$ cat config.mk
export PLATFORM = sky130hd
export DESIGN_NAME = cla_pipe_adder
export DESIGN_NICKNAME = d
export VERILOG_FILES = /design/src/rtl/cla_pkg.sv /design/src/rtl/cla_4b_gp.sv /design/src/rtl/cla_pipe_adder.sv
export SDC_FILE = /design/constraint.sdc
export NUM_CORES = 1
export LEC_CHECK = 0
export ABC_AREA = 1
export CORE_MARGIN = 3
export CORE_UTILIZATION = 40
export CTS_CLUSTER_DIAMETER = 100
export DETAILED_ROUTE_END_ITERATION = 16
export PLACE_DENSITY_LB_ADDON = 0.25
export SYNTH_ARGS = -nofsm -noshare
export SYNTH_HDL_FRONTEND = slang
export SYNTH_SLANG_ARGS = --single-unit
$ cat constraint.sdc
create_clock -name clk -period 5.1 [get_ports clk]
set_input_delay 1.53 -clock clk [delete_from_list [all_inputs] [get_ports clk]]
set_output_delay 1.53 -clock clk [all_outputs]
set_load 0.05 [all_outputs]
$ cat src/rtl/cla_pkg.sv
// Shared constants and types for the pipelined carry-lookahead adder.
package cla_pkg;

  localparam int GROUP_W = 4;

  // Group-level generate/propagate pair fed to the second-level lookahead.
  typedef struct packed {
    logic g;
    logic p;
  } gp_t;

  // Number of pipeline stages (and the latency) for a given configuration.
  function automatic int calc_stages(input int width, input int grp_per_stage);
    return width / (GROUP_W * grp_per_stage);
  endfunction

endpackage

$ cat src/rtl/cla_4b_gp.sv
// Combinational 4-bit carry-lookahead group: sum bits plus group G/P.
module cla_4b_gp
  import cla_pkg::*;
(
  input  logic [GROUP_W-1:0] a,
  input  logic [GROUP_W-1:0] b,
  input  logic               cin,
  output logic [GROUP_W-1:0] s,
  output logic               g,
  output logic               p
);

  logic [GROUP_W-1:0] gb;
  logic [GROUP_W-1:0] pb;
  logic [GROUP_W-1:0] c;

  assign gb = a & b;
  assign pb = a ^ b;

  // Flattened lookahead carries into each bit of the group.
  assign c[0] = cin;
  assign c[1] = gb[0] | (pb[0] & cin);
  assign c[2] = gb[1] | (pb[1] & gb[0]) | (pb[1] & pb[0] & cin);
  assign c[3] = gb[2] | (pb[2] & gb[1]) | (pb[2] & pb[1] & gb[0])
              | (pb[2] & pb[1] & pb[0] & cin);

  assign s = pb ^ c;
  assign g = gb[3] | (pb[3] & gb[2]) | (pb[3] & pb[2] & gb[1])
           | (pb[3] & pb[2] & pb[1] & gb[0]);
  assign p = &pb;

endmodule

$ cat src/rtl/cla_pipe_adder.sv
// Pipelined carry-lookahead adder/subtractor. Each stage resolves
// GRP_PER_STAGE 4-bit groups and registers the inter-stage carry; the
// finished sum bits overwrite the consumed operand-A bits in place.
module cla_pipe_adder
  import cla_pkg::*;
#(
  parameter int WIDTH         = 16,
  parameter int GRP_PER_STAGE = 2
) (
  input  logic             clk,
  input  logic             rst,
  input  logic             in_valid,
  output logic             in_ready,
  input  logic [WIDTH-1:0] a,
  input  logic [WIDTH-1:0] b,
  input  logic             c_in,
  input  logic             sub,
  output logic             out_valid,
  input  logic             out_ready,
  output logic [WIDTH-1:0] sum,
  output logic             c_out,
  output logic             ovf
);

  localparam int STAGES = calc_stages(WIDTH, GRP_PER_STAGE);
  localparam int NGRP   = WIDTH / GROUP_W;
  localparam int SW     = GROUP_W * GRP_PER_STAGE;

  if ((WIDTH % GROUP_W) != 0 || WIDTH < 4 || WIDTH > 64 || GRP_PER_STAGE < 1
      || (NGRP % GRP_PER_STAGE) != 0) begin : g_bad_param
    $fatal(1, "cla_pipe_adder: illegal WIDTH/GRP_PER_STAGE combination");
  end

  // Carry out of the first n groups of a stage, in sum-of-products form.
  function automatic logic la_carry(input gp_t [GRP_PER_STAGE-1:0] grp,
                                    input logic cin, input int n);
    logic c;
    logic pp;
    c  = 1'b0;
    pp = 1'b1;
    for (int i = GRP_PER_STAGE - 1; i >= 0; i--) begin
      if (i < n) begin
        c  = c | (grp[i].g & pp);
        pp = pp & grp[i].p;
      end
    end
    return c | (pp & cin);
  endfunction

  // Overflow: carry into the MSB (recovered from a^b^s) XOR carry out.
  function automatic logic ovf_of(input logic a_msb, input logic b_msb,
                                  input logic s_msb, input logic cout);
    return (a_msb ^ b_msb ^ s_msb) ^ cout;
  endfunction

  logic                    en;
  logic [STAGES-1:0]       vld_p;
  logic [WIDTH-1:0]        w_p   [STAGES];
  logic [WIDTH-1:0]        b_p   [STAGES];
  logic [STAGES-1:0]       cy_p;
  logic [WIDTH-1:0]        s_all;
  gp_t  [NGRP-1:0]         gp;
  logic [NGRP-1:0]         gcin;
  logic [STAGES-1:0]       scout;
  logic [WIDTH-1:0]        stg_res [STAGES];

  assign en       = !out_valid || out_ready;
  assign in_ready = en;

  for (genvar g = 0; g < NGRP; g++) begin : g_grp
    localparam int K = g / GRP_PER_STAGE;
    cla_4b_gp u_grp (
      .a   (w_p[K][g*GROUP_W +: GROUP_W]),
      .b   (b_p[K][g*GROUP_W +: GROUP_W]),
      .cin (gcin[g]),
      .s   (s_all[g*GROUP_W +: GROUP_W]),
      .g   (gp[g].g),
      .p   (gp[g].p)
    );
  end

  // Second-level lookahead: group carry-ins and stage carry-out per stage.
  always_comb begin
    gcin  = '0;
    scout = '0;
    for (int k = 0; k < STAGES; k++) begin
      for (int j = 0; j < GRP_PER_STAGE; j++) begin
        gcin[k*GRP_PER_STAGE + j] =
          la_carry(gp[k*GRP_PER_STAGE +: GRP_PER_STAGE], cy_p[k], j);
      end
      scout[k] = la_carry(gp[k*GRP_PER_STAGE +: GRP_PER_STAGE], cy_p[k],
                          GRP_PER_STAGE);
    end
  end

  // Merge each stage's freshly computed sum bits into its working word.
  always_comb begin
    for (int k = 0; k < STAGES; k++) begin
      stg_res[k]             = w_p[k];
      stg_res[k][k*SW +: SW] = s_all[k*SW +: SW];
    end
  end

  // ---- stage boundary: control and output registers (reset) ----
  always_ff @(posedge clk or posedge rst) begin
    if (rst) begin
      vld_p     <= '0;
      out_valid <= 1'b0;
      sum       <= '0;
      c_out     <= 1'b0;
      ovf       <= 1'b0;
    end else if (en) begin
      vld_p[0] <= in_valid;
      for (int k = 1; k < STAGES; k++) vld_p[k] <= vld_p[k-1];
      out_valid <= vld_p[STAGES-1];
      sum       <= stg_res[STAGES-1];
      c_out     <= scout[STAGES-1];
      ovf       <= ovf_of(w_p[STAGES-1][WIDTH-1], b_p[STAGES-1][WIDTH-1],
                          s_all[WIDTH-1], scout[STAGES-1]);
    end
  end

  // ---- stage boundary: operand/partial-sum registers (no reset) ----
  always_ff @(posedge clk) begin
    if (en) begin
      w_p[0]  <= a;
      b_p[0]  <= sub ? ~b : b;
      cy_p[0] <= sub | c_in;
      for (int k = 1; k < STAGES; k++) begin
        w_p[k]  <= stg_res[k-1];
        b_p[k]  <= b_p[k-1];
        cy_p[k] <= scout[k-1];
      end
    end
  end

endmodule

==> flow_summary.yaml, run 1 <==
place:
  placed_area_mm2: 0.00410
  preCtsSetupSlack_ps: 1020
  gp_congestion: 0.730
  hpwl_mm: 3.68
  portBuffers: 57
synthesis:
  yosys-top-cells-area: "edfxtp_1, dfrtp_1, nand2_1, ha_1, xor2_1"
  avgSynthCellArea_um2: 12.5
  ys_seq_elements: 79
  synth_edf_count: 58
  netlist_instances: 273
  yosys.area.top_type: "edfxtp_1"
  yosys_warnings: 0
  synth_ff_type: "edfxtp_1"
  ys_seq_area_share_pct: 66.5
  synth_top_area_share_pct: 51.1
  async_reset_ff_share_pct: 26.6
  syn_nets: 331
  synth_area_mm2: 0.00341
  synthDistinctLibCells: 27
layout:
  final_area_mm2: 0.00431
  utilization_pct: 52.1
  layout_commonest_cell: "nand2_1"
  final_cell_mix: "nand2_1, edfxtp_1, clkdlybuf4s50_1, dfrtp_1, xor2_1"
  nets: 396
  area_growth_pct: 26.3
  antenna_cells: 0
  drive_gt1_share_pct: 7.00
  num-fill-cells: 747
pwr:
  total_power_uw: 2450
  p_switching_uw: 904
  power.clock.fraction_pct: 19.7
  p_leak_uw: 0.00184
  ir_drop_uv: 201
  combPwrFrac_pct: 38.7
  p_per_area_mw_per_mm2: 568
  swShare_pct: 37.0
  internal-power_uw: 1540
  p_seq_share_pct: 41.7
detailed_routing:
  ant_nets: 0
  vias: 2020
  drt-initial-drc-count: 66
  wl_per_cell_um: 11.9
  wl_mm: 5.34
  vias_per_cell: 4.51
  remaining_drc_errors: 0
  dr.pass1.iters: 5
worst_hold_path:
  hp-start: "b_p[0][13]"
  hold_path_class: "reg2reg"
  hold_depth: 0
setup_path:
  crit_path_start: "out_ready"
  start_kind: "primary input"
  path_delay_family: "buffers and inverters"
  worstPathMaxFanout: 24
  path_buf_inv: 4
  cp_num_cells: 5
  worst_path_max_delay_cell: "clkdlybuf4s50_1"
  regToRegStartpoint: "b_p[0][27]"
  critPathArrivalTime_ps: 2550
  crit_top_cell: "buf_4"
  cp-end-kind: "output port"
  worst-setup-path-type: "in2out"
  crit_chain: "clkdlybuf4s50_1 > nor2_1 > buf_4 > inv_2 > buf_4"
  reg2reg_depth: 8
  worstPathRequired_ps: 3570
  crit_path_max_incr_delay_ps: 400
timing:
  period_needed_ps: 4080
  relSlewSlack_pct: 34.9
  layout_setup_ws_ps: 1020
  finalSetupViolCount: 0
  fin_worst_skew_ps: 7.87
  finalSetupTns_ps: 0
  hold_violations: 0
  final_max_slew_viol_count: 0
  rsz0062_at_grt: "no"
  worst_pin_slew_ps: 973
  fmax_mhz: 245
  post-route-period-util_pct: 80.0
cts:
  cts-resized-gates: 0
  clk_path_buf_depth: 2
  post_cts_buffers: 0
  clk_latency_ps: 340
  cts_made_buffers: 9
  cts.sinks: 79
  cts_max_level: 3
  cts_tree: "done"
  root_buffer: "clkbuf_8"
  cts_hold_buf: 0
  cts.clk_slew.worst_paths_ps: 70
die:
  die_w_um: 98.3
  dieArea_mm2: 0.00966
  coreArea_mm2: 0.00826
  start_util_pct: 41.3
  die_y_um: 98.3
  rows: 33
  io_pins: 58
job:
  drv_cap: 0
grt:
  antenna_found_initial: 0
  grt_max_degree: 77
  grt_pass1_wl_mm: 8.92
  grt.overflow.total: 0
  grt_use_total_pct: 11.8
  grt_pass1_vias: 1988
status:
  status: "finished clean"
[Yosys cell counts (2+ instances only)]
| cell type | count |
|---|---|
| nand2_1 | 75 |
| edfxtp_1 | 58 |
| dfrtp_1 | 21 |
| xor2_1 | 20 |
| inv_1 | 19 |
| ha_1 | 16 |
| nand3_1 | 9 |
| a21oi_1 | 8 |
| nor2_1 | 8 |
| o21ai_0 | 7 |
| fa_1 | 4 |
| xnor2_1 | 4 |
| buf_2 | 3 |
| nand2_2 | 3 |
| a21o_1 | 2 |
| a31oi_1 | 2 |
| nand4_1 | 2 |
| o21bai_1 | 2 |
| or2_2 | 2 |
[worst paths after layout]
kind	endpoint	slack [ps]
max	in_ready	1020
min	b_p[0][29]	420
max reg2reg	sum[13]	3030
min reg2reg	b_p[0][29]	420
max in group asynchronous	out_valid	2940
min in group asynchronous	sum[5]	1650
[worst register-to-register path: stages (launching register included)]
cell	delay [ps]
edfxtp_1	370
ha_1	370
nand2_1	120
nor2_1	50
nor2_1	140
nand3_2	170
fa_1	440
xnor2_1	200
o21ai_0	90
[state kept, by name, indices dropped and copies added (netlist names)]
| signal | flops |
|---|---|
| sum | 16 |
| b_p | 24 |
| vld_p | 2 |
| c_out | 1 |
| ovf | 1 |
| out_valid | 1 |
| cy_p | 2 |
| w_p | 32 |
[power groups by stage]
| stage | logic [uW] | registers, uW | clock network, uW |
|---|---|---|---|
| 6_report | 946 | 1020 | 481 |
| 5_1_grt | 1040 | 1040 | 527 |
| 4_1_cts | 958 | 1020 | 500 |
| 3_5_place_dp | 955 | 1040 | 0 |
| 3_3_place_gp | 937 | 1030 | 0 |
| 2_1_floorplan | 408 | 1290 | 0 |
[logic make-up (layout without fill, tap and decap cells)]
logic type / count (synthesis) / count (layout) / share of synthesized area (%)
buf+inv: 25 / 95 / 2.86
simple gates: 104 / 104 / 12.8
fa+ha+maj: 20 / 20 / 8.22
flops: 79 / 79 / 66.5
compound gates: 21 / 21 / 3.45
xor+xnor: 24 / 24 / 6.17
[stage by stage]
step	cells	hold slack, ps
floorplan	273	400
global placement	432	402
detailed placement	432	405
CTS	448	422
global route	448	429
finish	448	422
[layout make-up]
class / count / area [um2] / share of cell area [%]
Clock buffer: 11 / 131 / 3.05
Clock inverter: 5 / 73.8 / 1.71
Inverter: 20 / 75.1 / 1.74
Multi-Input combinational cell: 169 / 1040 / 24.2
Sequential cell: 79 / 2270 / 52.7
Tap cell: 105 / 131 / 3.05
Timing Repair Buffer: 59 / 583 / 13.5
[layer usage]
layer / vias to the layer above / track usage, % / routed length (um)
met4: 0 / 6.30 / 117
met1: 920 / 15.7 / 2600
met2: 44 / 17.8 / 2400
met3: 10 / 3.29 / 220
met5: - / 0 / 0
li1: 1046 / - / -
(Power assumes the default switching activity.)
==> inputs of run 2 (changes only) <==
- clock period: 5.1 -> 3.68 ns (I/O delays scaled with it)
==> flow_summary.yaml, run 2 (synthesis results as in run 1) <==
cts:
  cts_hold_buf: 0
  cts.sinks: 79
  clk_path_buf_depth: 2
  clk_latency_ps: 350
  cts_max_level: 3
  cts.clk_slew.worst_paths_ps: 60
  cts_tree: "done"
  cts_made_buffers: 9
  post_cts_buffers: 0
  cts-resized-gates: 0
  root_buffer: "clkbuf_8"
layout:
  drive_gt1_share_pct: 7.56
  largest_register: "w_p"
  layout_commonest_cell: "nand2_1"
  antenna_cells: 0
  area_growth_pct: 26.4
  num-fill-cells: 745
  largestRegisters: "w_p (32), b_p (24), sum (16)"
  largest_reg_flops: 32
  nets: 397
  final_cell_mix: "nand2_1, edfxtp_1, clkdlybuf4s50_1, dfrtp_1, xor2_1"
setup_path:
  crit_chain: "clkdlybuf4s50_1 > nor2_1 > inv_2 > buf_4"
  start_kind: "primary input"
  crit_path_max_incr_delay_ps: 400
  worst-setup-path-type: "in2out"
  cp-end-kind: "output port"
  worstPathMaxFanout: 2
  worstPathRequired_ps: 2580
  worst_path_max_delay_cell: "clkdlybuf4s50_1"
  critPathArrivalTime_ps: 1930
  path_delay_family: "buffers and inverters"
  path_buf_inv: 3
detailed_routing:
  dr.pass1.iters: 4
  wl_per_cell_um: 11.8
  drt-initial-drc-count: 87
  vias: 2044
  vias_per_cell: 4.55
  wl_mm: 5.32
  ant_nets: 0
  remaining_drc_errors: 0
job:
  drv_cap: 0
die:
  rows: 33
  coreArea_mm2: 0.00826
  io_pins: 58
  start_util_pct: 41.3
  die_w_um: 98.3
  dieArea_mm2: 0.00966
  die_y_um: 98.3
timing:
  fin_worst_skew_ps: 8.32
  finalSetupTns_ps: 0
  rsz0062_at_grt: "no"
  post-route-period-util_pct: 82.3
  final_max_slew_viol_count: 0
  layout_setup_ws_ps: 650
  hold_violations: 0
  finalSetupViolCount: 0
  relSlewSlack_pct: 40.3
  period_needed_ps: 3030
  fmax_mhz: 330
  worst_pin_slew_ps: 895
grt:
  antenna_found_initial: 0
  grt_max_degree: 77
  grt_use_total_pct: 12.4
  grt_pass1_vias: 2027
  grt_pass1_wl_mm: 9.23
  grt.overflow.total: 0
pwr:
  p_per_area_mw_per_mm2: 780
  p_leak_uw: 0.00184
  ir_drop_uv: 244
place:
  gp_congestion: 0.762
  portBuffers: 57
  hpwl_mm: 3.73
  preCtsSetupSlack_ps: 649
status:
  status: "finished clean"
worst_hold_path:
  hold_path_class: "reg2reg"
[run 2: cell types whose count changed in the layout (fill, tap and decap cells not counted), sizes merged]
cell / before / now
clkinvlp: 0 / 1
buf: 3 / 4
clkinv: 3 / 1
bufinv: 2 / 1
clkbuf: 11 / 13
[run 2: worst reg2reg max path, delay by kind of cell, from the launching register on]
| family | cells | cell delay [ps] |
|---|---|---|
| flops | 1 | 370 |
| compound gates | 1 | 140 |
| simple gates | 3 | 350 |
| fa+ha+maj | 2 | 780 |
| xor+xnor | 1 | 170 |
[run 2: metrics by stage]
stage / hold WS (ps) / utilization [%] / std cells / total power (uW) / instance area, um2
finish: 420 / 52.2 / 449 / 3360 / 4310
global route: 431 / 52.2 / 449 / 3600 / 4310
CTS: 423 / 52.2 / 449 / 3410 / 4310
detailed placement: 407 / 49.7 / 433 / 2760 / 4110
global placement: 402 / 49.7 / 433 / 2720 / 4110
floorplan: 400 / - / 273 / 2350 / 3420
[run 2: per-layer routing]
metal  part of all wire (%)  global-route usage, %  up-vias  routed length, um
met5                      0                      0        -                  0
met4                    2.9                   7.77        0                153
met3                    4.5                   3.36       13                240
met2                     46                   18.6       48               2450
met1                     47                   15.8      936               2480
li1                       -                      -     1047                  -
[run 2: where the power goes]
group          internal [uW]  switching [uW]  leakage, uW
clock network            350             285    0.0000996
registers               1300             119     0.000839
logic                    464             848     0.000901
[run 2: layout make-up]
cell class	count	area (um2)	area share, %
inverters	20	75.1	1.74
multi-input cells	169	1040	24.2
flip-flops and latches	79	2270	52.6
well taps	105	131	3.05
repair buffers	60	591	13.7
clock buffers	13	159	3.69
clock inverters	3	42.5	0.987
[run 2: path summary, 6_finish.rpt]
kind	from	endpoint	slack [ps]	depth (start not counted)
setup / recovery	out_ready	in_ready	650	4
hold / removal	b_p[0][14]	b_p[0][30]	420	0
setup reg to reg	b_p[0][1]	w_p[0][21]	1620	7
hold reg to reg	b_p[0][14]	b_p[0][30]	420	0
max in group asynchronous	rst	sum[0]	1970	2
min in group asynchronous	rst	sum[11]	1210	2
==> inputs of run 3 (changes only) <==
- clock period: 3.68 -> 2.8 ns (I/O delays scaled with it)
==> flow_summary.yaml, run 3 (synthesis results as in run 1) <==
status:
  status: "finished clean"
cts:
  cts.clk_slew.worst_paths_ps: 70
  cts-resized-gates: 0
  cts_max_level: 3
  cts_tree: "done"
  clk_path_buf_depth: 2
  root_buffer: "clkbuf_8"
  cts_hold_buf: 0
  post_cts_buffers: 0
  clk_latency_ps: 340
  cts.sinks: 79
  cts_made_buffers: 9
pwr:
  total_power_uw: 4500
  swShare_pct: 36.3
  internal-power_uw: 2870
  power.clock.fraction_pct: 20.4
  ir_drop_uv: 314
  p_switching_uw: 1640
  combPwrFrac_pct: 38.4
  p_seq_share_pct: 41.1
  p_per_area_mw_per_mm2: 1030
  p_leak_uw: 0.00186
layout:
  largest_register: "w_p"
  regArea_mm2: 0.00227
  layout_commonest_cell: "nand2_1"
  drive_gt1_share_pct: 7.83
  area_growth_pct: 27.7
  multi_input_area_mm2: 0.00104
  largest_reg_flops: 32
  num-fill-cells: 771
  nets: 398
  final_cell_mix: "nand2_1, edfxtp_1, clkdlybuf4s50_1, dfrtp_1, xor2_1"
  largestRegisters: "w_p (32), b_p (24), sum (16)"
  antenna_cells: 0
die:
  die_y_um: 98.3
  coreArea_mm2: 0.00826
  start_util_pct: 41.3
  rows: 33
  io_pins: 58
  dieArea_mm2: 0.00966
  die_w_um: 98.3
timing:
  fin_worst_skew_ps: 8.95
  worst_pin_slew_ps: 504
  hold_violations: 0
  final_max_slew_viol_count: 0
  finalSetupViolCount: 0
  period_needed_ps: 2530
  rsz0062_at_grt: "no"
  post-route-period-util_pct: 90.3
  fmax_mhz: 395
  finalSetupTns_ps: 0
  relSlewSlack_pct: 66.3
setup_path:
  reg2reg_depth: 7
  worst-setup-path-type: "in2out"
  crit_path_start: "out_ready"
  worstPathRequired_ps: 1960
  critPathArrivalTime_ps: 1690
  worstSetupEndpoint: "in_ready"
  r2r_slack_ps: 770
  rr_endpoint: "w_p[0][21]"
  worstPathMaxFanout: 2
  cp-end-kind: "output port"
  regToRegStartpoint: "b_p[0][1]"
  start_kind: "primary input"
detailed_routing:
  drt-initial-drc-count: 70
  ant_nets: 0
  remaining_drc_errors: 0
  vias: 2038
  wl_mm: 5.28
  dr.pass1.iters: 5
  wl_per_cell_um: 11.7
  vias_per_cell: 4.53
grt:
  grt_pass1_wl_mm: 8.96
  antenna_found_initial: 0
  grt.overflow.total: 0
  grt_use_total_pct: 11.9
  grt_max_degree: 77
  grt_pass1_vias: 1979
worst_hold_path:
  hold_path_class: "reg2reg"
job:
  drv_cap: 0
place:
  portBuffers: 57
  gp_congestion: 0.761
  hpwl_mm: 3.75
-- run 3: changes by cell type in the layout (fill, tap and decap cells not counted) --
cell | before | now
clkinvlp_4 | 1 | 0
clkinv_1 | 0 | 1
clkbuf_1 | 2 | 1
buf_12 | 0 | 1
bufinv_16 | 1 | 2
-- run 3: power by group through the flow --
| stage | Sequential, uW | Combinational [uW] | Clock [uW] |
|---|---|---|---|
| 3_5_place_dp | 1890 | 1750 | 0 |
| 5_1_grt | 1900 | 1910 | 1010 |
| 4_1_cts | 1860 | 1750 | 948 |
| 6_report | 1850 | 1730 | 920 |
| 2_1_floorplan | 2340 | 743 | 0 |
| 3_3_place_gp | 1870 | 1720 | 0 |
-- run 3: per-layer routing --
metal	wire length, um	GRT usage (%)
met1	2450	15.0
met4	124	6.30
met5	0	0
met2	2440	18.7
met3	263	3.29
-- run 3: final cells by class --
| cell class | instances | area share, % |
|---|---|---|
| tap | 105 | 3.02 |
| inverter | 20 | 1.73 |
| multi-input combinational | 169 | 24.0 |
| clock inverter | 4 | 1.58 |
| clock buffer | 12 | 3.57 |
| sequential | 79 | 52.1 |
| timing repair buffer | 61 | 14.0 |
-- run 3: critical path: stages --
cell and delay (ps):
clkdlybuf4s50_1 400, nor2_1 170, inv_2 80, buf_4 190
-- run 3: worst min-delay path by stage --
| stage | to | slack [ps] | start | cells past startpoint |
|---|---|---|---|---|
| detailed placement | b_p[0][25] | 400 | b_p[0][9] | 0 |
| finish | b_p[0][30] | 420 | b_p[0][14] | 0 |
| floorplan | b_p[0][24] | 400 | b_p[0][8] | 0 |
| global route | b_p[0][29] | 430 | b_p[0][13] | 0 |
| CTS | w_p[0][29] | 420 | w_p[0][13] | 0 |
| global placement | b_p[0][29] | 400 | b_p[0][13] | 0 |
-- run 3: metrics by stage --
stage               std cells  cell area (um2)  worst slack (ps)  utilization, %  hold slack, ps
global route              450             4350               211            52.7             429
finish                    450             4350               271            52.7             420
detailed placement        434             4130               256            50.0             405
floorplan                 273             3410               328               -             400
CTS                       450             4350               247            52.7             423
global placement          434             4130               260            50.0             402
